<file path="config.mk">
export PLATFORM = sky130hd
export DESIGN_NAME = ex_mem_stage_buffer
export DESIGN_NICKNAME = d
export VERILOG_FILES = /design/src/rtl/ex_mem_stage_buffer.sv
export SDC_FILE = /design/constraint.sdc
export NUM_CORES = 1
export LEC_CHECK = 0
export CORE_MARGIN = 4
export CORE_UTILIZATION = 25
export CTS_BUF_LIST = sky130_fd_sc_hd__clkbuf_4 sky130_fd_sc_hd__clkbuf_8 sky130_fd_sc_hd__clkbuf_16
export CTS_CLUSTER_DIAMETER = 200
export DETAILED_ROUTE_END_ITERATION = 12
export PLACE_DENSITY_LB_ADDON = 0.2
export SYNTH_ARGS = -nofsm -noshare
export SYNTH_HDL_FRONTEND = slang
export SYNTH_SLANG_ARGS = --single-unit
</file>
<file path="constraint.sdc">
create_clock -name clk -period 2.2 [get_ports clk]
set_clock_uncertainty 0.15 [all_clocks]
set_input_delay 0.22 -clock clk [delete_from_list [all_inputs] [get_ports clk]]
set_output_delay 0.22 -clock clk [all_outputs]
set_load 0.02 [all_outputs]
</file>
<file path="src/rtl/ex_mem_stage_buffer.sv">
// Execute-to-memory pipeline stage with a 2-entry skid buffer.
// The main entry drives the memory stage. The skid entry catches one
// instruction that is accepted while the memory stage is stalling.
// in_ready is registered, so back-pressure never forms a combinational
// path from out_ready to in_ready.
module ex_mem_stage_buffer #(
  parameter int SCALAR_W   = 16,
  parameter int VECTOR_W   = 128,
  parameter int REG_ADDR_W = 5,
  parameter int WB_SEL_W   = 2
) (
  input  logic                  clk,
  input  logic                  reset,
  input  logic                  flush,

  input  logic                  in_valid,
  output logic                  in_ready,
  input  logic                  wre_in,
  input  logic                  vector_wre_in,
  input  logic                  mem_we_a_in,
  input  logic                  mem_we_b_in,
  input  logic [WB_SEL_W-1:0]   wb_sel_in,
  input  logic [WB_SEL_W-1:0]   vwb_sel_in,
  input  logic [REG_ADDR_W-1:0] rs1_in,
  input  logic [REG_ADDR_W-1:0] rs2_in,
  input  logic [REG_ADDR_W-1:0] rd_in,
  input  logic [SCALAR_W-1:0]   alu_result_in,
  input  logic [SCALAR_W-1:0]   srcA_in,
  input  logic [SCALAR_W-1:0]   srcB_in,
  input  logic [VECTOR_W-1:0]   valu_result_in,
  input  logic [VECTOR_W-1:0]   vsrcB_in,

  output logic                  out_valid,
  input  logic                  out_ready,
  output logic                  wre_out,
  output logic                  vector_wre_out,
  output logic                  mem_we_a_out,
  output logic                  mem_we_b_out,
  output logic [WB_SEL_W-1:0]   wb_sel_out,
  output logic [WB_SEL_W-1:0]   vwb_sel_out,
  output logic [REG_ADDR_W-1:0] rs1_out,
  output logic [REG_ADDR_W-1:0] rs2_out,
  output logic [REG_ADDR_W-1:0] rd_out,
  output logic [SCALAR_W-1:0]   alu_result_out,
  output logic [SCALAR_W-1:0]   srcA_out,
  output logic [SCALAR_W-1:0]   srcB_out,
  output logic [VECTOR_W-1:0]   valu_result_out,
  output logic [VECTOR_W-1:0]   vsrcB_out,

  output logic [1:0]            occupancy
);

  localparam int PAY_W = 4 + 2*WB_SEL_W + 3*REG_ADDR_W + 3*SCALAR_W + 2*VECTOR_W;

  logic [PAY_W-1:0] pay_in;
  logic [PAY_W-1:0] main_pay_p1;
  logic [PAY_W-1:0] skid_pay_p1;
  logic             main_vld_p1;
  logic             skid_vld_p1;
  logic             in_ready_q;
  logic [1:0]       occ_q;

  logic             accept;
  logic             pop;
  logic             main_vld_nx;
  logic             skid_vld_nx;
  logic             load_main_from_in;
  logic             load_main_from_skid;
  logic             load_skid;

  logic             main_wre;
  logic             main_vwre;
  logic             main_we_a;
  logic             main_we_b;

  assign pay_in = {wre_in, vector_wre_in, mem_we_a_in, mem_we_b_in,
                   wb_sel_in, vwb_sel_in, rs1_in, rs2_in, rd_in,
                   alu_result_in, srcA_in, srcB_in, valu_result_in, vsrcB_in};

  assign accept = in_valid & in_ready_q;
  assign pop    = main_vld_p1 & out_ready;

  // Next-state of the two entries: refill main from skid first (FIFO order), else from input.
  always_comb begin
    main_vld_nx         = main_vld_p1;
    skid_vld_nx         = skid_vld_p1;
    load_main_from_in   = 1'b0;
    load_main_from_skid = 1'b0;
    load_skid           = 1'b0;
    if (flush) begin
      main_vld_nx = 1'b0;
      skid_vld_nx = 1'b0;
    end else if (!main_vld_p1 || pop) begin
      if (skid_vld_p1) begin
        load_main_from_skid = 1'b1;
        main_vld_nx         = 1'b1;
        skid_vld_nx         = 1'b0;
      end else if (accept) begin
        load_main_from_in = 1'b1;
        main_vld_nx       = 1'b1;
      end else begin
        main_vld_nx = 1'b0;
      end
    end else if (accept) begin
      load_skid   = 1'b1;
      skid_vld_nx = 1'b1;
    end
  end

  // Stage registers: valid bits, registered ready/occupancy, and the two payload slots.
  always_ff @(posedge clk) begin
    if (reset) begin
      main_vld_p1 <= 1'b0;
      skid_vld_p1 <= 1'b0;
      in_ready_q  <= 1'b1;
      occ_q       <= 2'd0;
      main_pay_p1 <= '0;
      skid_pay_p1 <= '0;
    end else begin
      main_vld_p1 <= main_vld_nx;
      skid_vld_p1 <= skid_vld_nx;
      in_ready_q  <= !skid_vld_nx;
      occ_q       <= {1'b0, main_vld_nx} + {1'b0, skid_vld_nx};
      if (load_main_from_skid) begin
        main_pay_p1 <= skid_pay_p1;
      end else if (load_main_from_in) begin
        main_pay_p1 <= pay_in;
      end
      if (load_skid) begin
        skid_pay_p1 <= pay_in;
      end
    end
  end

  // ---- memory-stage side: main entry unpacked onto the outputs ----
  assign {main_wre, main_vwre, main_we_a, main_we_b,
          wb_sel_out, vwb_sel_out, rs1_out, rs2_out, rd_out,
          alu_result_out, srcA_out, srcB_out, valu_result_out, vsrcB_out} = main_pay_p1;

  // Enables are gated so a bubble or killed entry can never write state.
  assign wre_out        = main_wre  & main_vld_p1;
  assign vector_wre_out = main_vwre & main_vld_p1;
  assign mem_we_a_out   = main_we_a & main_vld_p1;
  assign mem_we_b_out   = main_we_b & main_vld_p1;

  assign out_valid = main_vld_p1;
  assign in_ready  = in_ready_q;
  assign occupancy = occ_q;

endmodule

</file>
After elaboration in Yosys (flattened, before gate mapping):

Cells that the tools add are included.

* register bits after elaboration: 659
* input port bits: 332
* output and inout bits: 331
* word-level logic and storage cells: 34

* add/sub/neg operators: 1
* mux-type cells: 17
* bitwise logic cells: 6
* reductions and logical operators: 4

Operator list (count)
* 327-bit 2-to-1 mux: 2
* 1-bit 2-to-1 mux: 15
* 1-bit AND: 6
* 1-bit by 1-bit adder with 2-bit output: 1
* 1-bit zero test: 2
* 2-bit nonzero test: 1
* 1-bit logical OR: 1

Longest topological paths before layout:

* word-level depth: 7
* mapped depth: 8
* gate-level depth less buffers: 4

Worst setup path before layout:

Ideal clock, no wire load.

* path type: reg2reg
* start point: register in_ready_q (netlist: in_ready)
* end point: register main_pay_p1[166]
* setup time: 0.081 ns
* arrival: 1.668 ns
* path slack: 0.301 ns
* cell stages (with the launch flop): 8
* buffers on the path: 4
* path through: dfxtp_1 > a21oi_2 > or3_1 > clkbuf_1 > buf_2 > buf_6 > buf_6 > a211oi_2

* longest elaborated chain between the ends: 6

RTL lines
* start: declaration: line 60 `logic in_ready_q;`
* start signal: assignment: line 122 `in_ready_q <= !skid_vld_nx;`
* 1-bit AND: line 80 `assign accept = in_valid & in_ready_q;`
* 1-bit 2-to-1 mux: line 98 `end else if (accept) begin`
* 1-bit 2-to-1 mux: line 94 `if (skid_vld_p1) begin`
* 1-bit 2-to-1 mux: line 93 `end else if (!main_vld_p1 || pop) begin`
* 1-bit 2-to-1 mux: line 90 `if (flush) begin`
* 2-bit nonzero test (no line)
* end signal: assignment: line 125 `main_pay_p1 <= skid_pay_p1;`
* end signal: assignment: line 127 `main_pay_p1 <= pay_in;`
* end: declaration: line 56 `logic [PAY_W-1:0] main_pay_p1;`

No other way between the ends.
A chain may end at the register's enable or synchronous reset.

Worst setup path after layout:

* start point: register main_pay_p1[99]
* end point: output vsrcB_out[99]

RTL lines
* end: declaration: line 48 `output logic [VECTOR_W-1:0] vsrcB_out,`

No word-level cell between the ends.

==> flow_summary.json <==
{
  "ir_drop_v": 0.0004889,
  "maxCapViolations": 0,
  "slowest_stage": "clkdlybuf4s50_1",
  "cts_buffers": 84,
  "met3_usage": 0.03709,
  "cp.arrival_ns": 1.74,
  "die_area_sq_um": 143700,
  "met1_usage": 0.2117,
  "crit_path_cell_trace": "clkdlybuf4s50_1",
  "firstDrtPassIters": 4,
  "die_w_um": 379.0,
  "hold_ws_ns": 0.06690,
  "tightest_slew_ns": 0.6002,
  "reg2reg_depth": 5,
  "crit_required_ns": 1.83,
  "yosys_warnings": 0,
  "netlist_instances": 3617,
  "viasPerCell": 4.435,
  "cp_num_buf_inv": 1,
  "outcome": "completed",
  "hold_depth": 3,
  "cts_tree": "done",
  "grt_setup_unrepaired": "false",
  "slew_headroom": 0.5998,
  "synth_area_leader_cell": "dfxtp_1",
  "ant_nets": 0,
  "layout_common_cells": "dfxtp_1, nand2b_1, clkdlybuf4s50_1, nor4_1, inv_1",
  "postSynthAreaPerCell_sq_um": 9.514,
  "layout-drive-gt1-share": 0.1878,
  "grt_max_degree": 83,
  "fmax_mhz": 473.6,
  "powerDensity_nw_per_um2": 678.6,
  "setup_viol": 0,
  "grt_usage": 0.1533,
  "hold_viol_final": 0,
  "dpl.hpwl_mm": 80.02,
  "crit_fanout": 2,
  "drc": 0,
  "wire_per_inst_um": 18.80,
  "globalplace.congestion": 0.7709,
  "port_buffers": 662,
  "drt_iter0_markers": 1104,
  "synth.distinct_cells": 22,
  "post-cts-setup-buffer-count": 0,
  "cts_buffer_depth": 3,
  "crit_type": "flop to output port",
  "clock_sinks": 659,
  "std_cell_rows": 135,
  "nets": 4521,
  "ys_seq_area_frac": 0.3834,
  "cp_num_cells": 1,
  "cpLargestDelayFamily": "buffers and inverters",
  "core_area_sq_um": 136100,
  "use_met2": 0.2396,
  "fin_crit_ns": 2.111,
  "hold_path.class": "primary input to flop",
  "path_clk_slew_ns": 0.06,
  "final_util": 0.3482,
  "start_util": 0.2528,
  "busiest_layer": "met2",
  "cts_root_buf": "clkbuf_16",
  "worstSetupStartpointType": "flop",
  "antenna_found_initial": 21,
  "cp-end-kind": "output port",
  "areaGrowthSynthToFinish_pct": 37.75,
  "grt_pass1_wl_mm": 172.1,
  "h-tree-depth": 3,
  "clkLatencyLatePin_ns": 0.67,
  "synth_seq_cells": 659,
  "leakagePower_uw": 0.01624,
  "grt_pass1_vias": 27530,
  "max_stage_delay_ns": 0.68,
  "die_y_um": 379.0,
  "final_cell_area_sq_um": 47400,
  "synth_area_sq_um": 34410,
  "pin_count": 663,
  "layout_commonest_cell": "dfxtp_1",
  "vias": 26800,
  "synth.area.top_cells": "dfxtp_1, nand2b_1, mux2_2",
  "period_share": 0.9597,
  "wl_mm": 113.6,
  "post_dp_cell_area_sq_um": 41940,
  "drv_slew": 0,
  "grt-ovfl-total": 0,
  "synth_nets": 3950,
  "synth_top_area_frac": 0.3834
}
==> tightest hold or removal path, delay by kind of cell <==
kind | cells | cell delay, ns
buffers and inverters | 1 | 0.44
AND/OR/NAND/NOR | 1 | 0.08
multiplexers | 1 | 0.06
==> power breakdown <==
group          switching, uW  leakage [uW]  internal (uW)
clock network           5700       0.00144           8620
registers                328       0.00538          12400
logic                   2430       0.00942           2670
==> repair_timing <==
action | 4_1_cts | 5_1_grt
endpoints found under the setup margin | 13 | 1
hold buffers | 259 | 0
gates resized for setup | 14 | 1
hold endpoints to repair | 287 | 0
==> final cells by class <==
| cell class | instances | area (sq um) |
|---|---|---|
| multi-input cells | 1979 | 16180 |
| clock inverters | 21 | 306.5 |
| repair buffers | 1136 | 11680 |
| well taps | 1781 | 2228 |
| clock buffers | 127 | 2549 |
| inverters | 328 | 1231 |
| diodes | 13 | 32.53 |
| flip-flops and latches | 659 | 13200 |
| fillers | 13750 | 88740 |
==> state kept, by name, summed over array words and instances (netlist names) <==
name         cells
out_valid        1
occupancy        2
skid_pay_p1    327
skid_vld_p1      1
in_ready         1
main_pay_p1    327
==> cell families (layout without fill, tap and decap cells) <==
kind of cell,count (synthesis),after routing,synth area share
and+or+nand+nor,995,995,0.1808
other,0,13,0
adders and majority gates,1,1,0.0003635
buffers and inverters,979,1612,0.1471
DFF,659,659,0.3834
muxes,654,654,0.2021
AOI/OAI and AO/OA,329,329,0.08628
==> Yosys cell counts, drive strengths merged <==
library cell,instances
ha,1
or3,1
nor3,2
dfxtp,659
inv,328
mux2,327
nand2,1
a211oi,327
a21oi,2
nor4,328
buf,423
nor2b,3
mux2i,327
and2b,1
nand2b,655
and2,4
clkbuf,228
==> final timing paths <==
kind                                      start                       endpoint  slack (ns)
hold reg to reg   main_pay_p1[212]$_SDFFE_PP0P_  main_pay_p1[212]$_SDFFE_PP0P_        0.30
hold / removal                valu_result_in[7]  skid_pay_p1[135]$_SDFFE_PP0P_        0.07
setup / recovery   main_pay_p1[99]$_SDFFE_PP0P_                  vsrcB_out[99]        0.09
setup reg to reg         skid_vld_p1$_SDFF_PP0_  main_pay_p1[290]$_SDFFE_PP0P_        0.22
==> layer usage <==
metal  routed length (um)  share of wire  up-vias
li1                     -              -    13240
met1                54720           0.48    12770
met2                49980           0.44      629
met3                 6288          0.055      152
met4                 2536          0.022       14
met5                   87        0.00077        -
==> stage by stage <==
step | setup WS, ns | cells | TNS, ns | power [uW]
final | 0.08867 | 6044 | 0 | 32170
after CTS | 0.005525 | 6031 | 0 | 32810
after floorplan | 0.3012 | 3617 | 0 | 15820
after detailed placement | -0.05767 | 5624 | -0.06279 | 17750
after global placement | -0.03598 | 5624 | -0.03598 | 17760
after global routing | 0.001971 | 6041 | 0 | 33570
No activity file was read; power rests on OpenSTA's default activity.
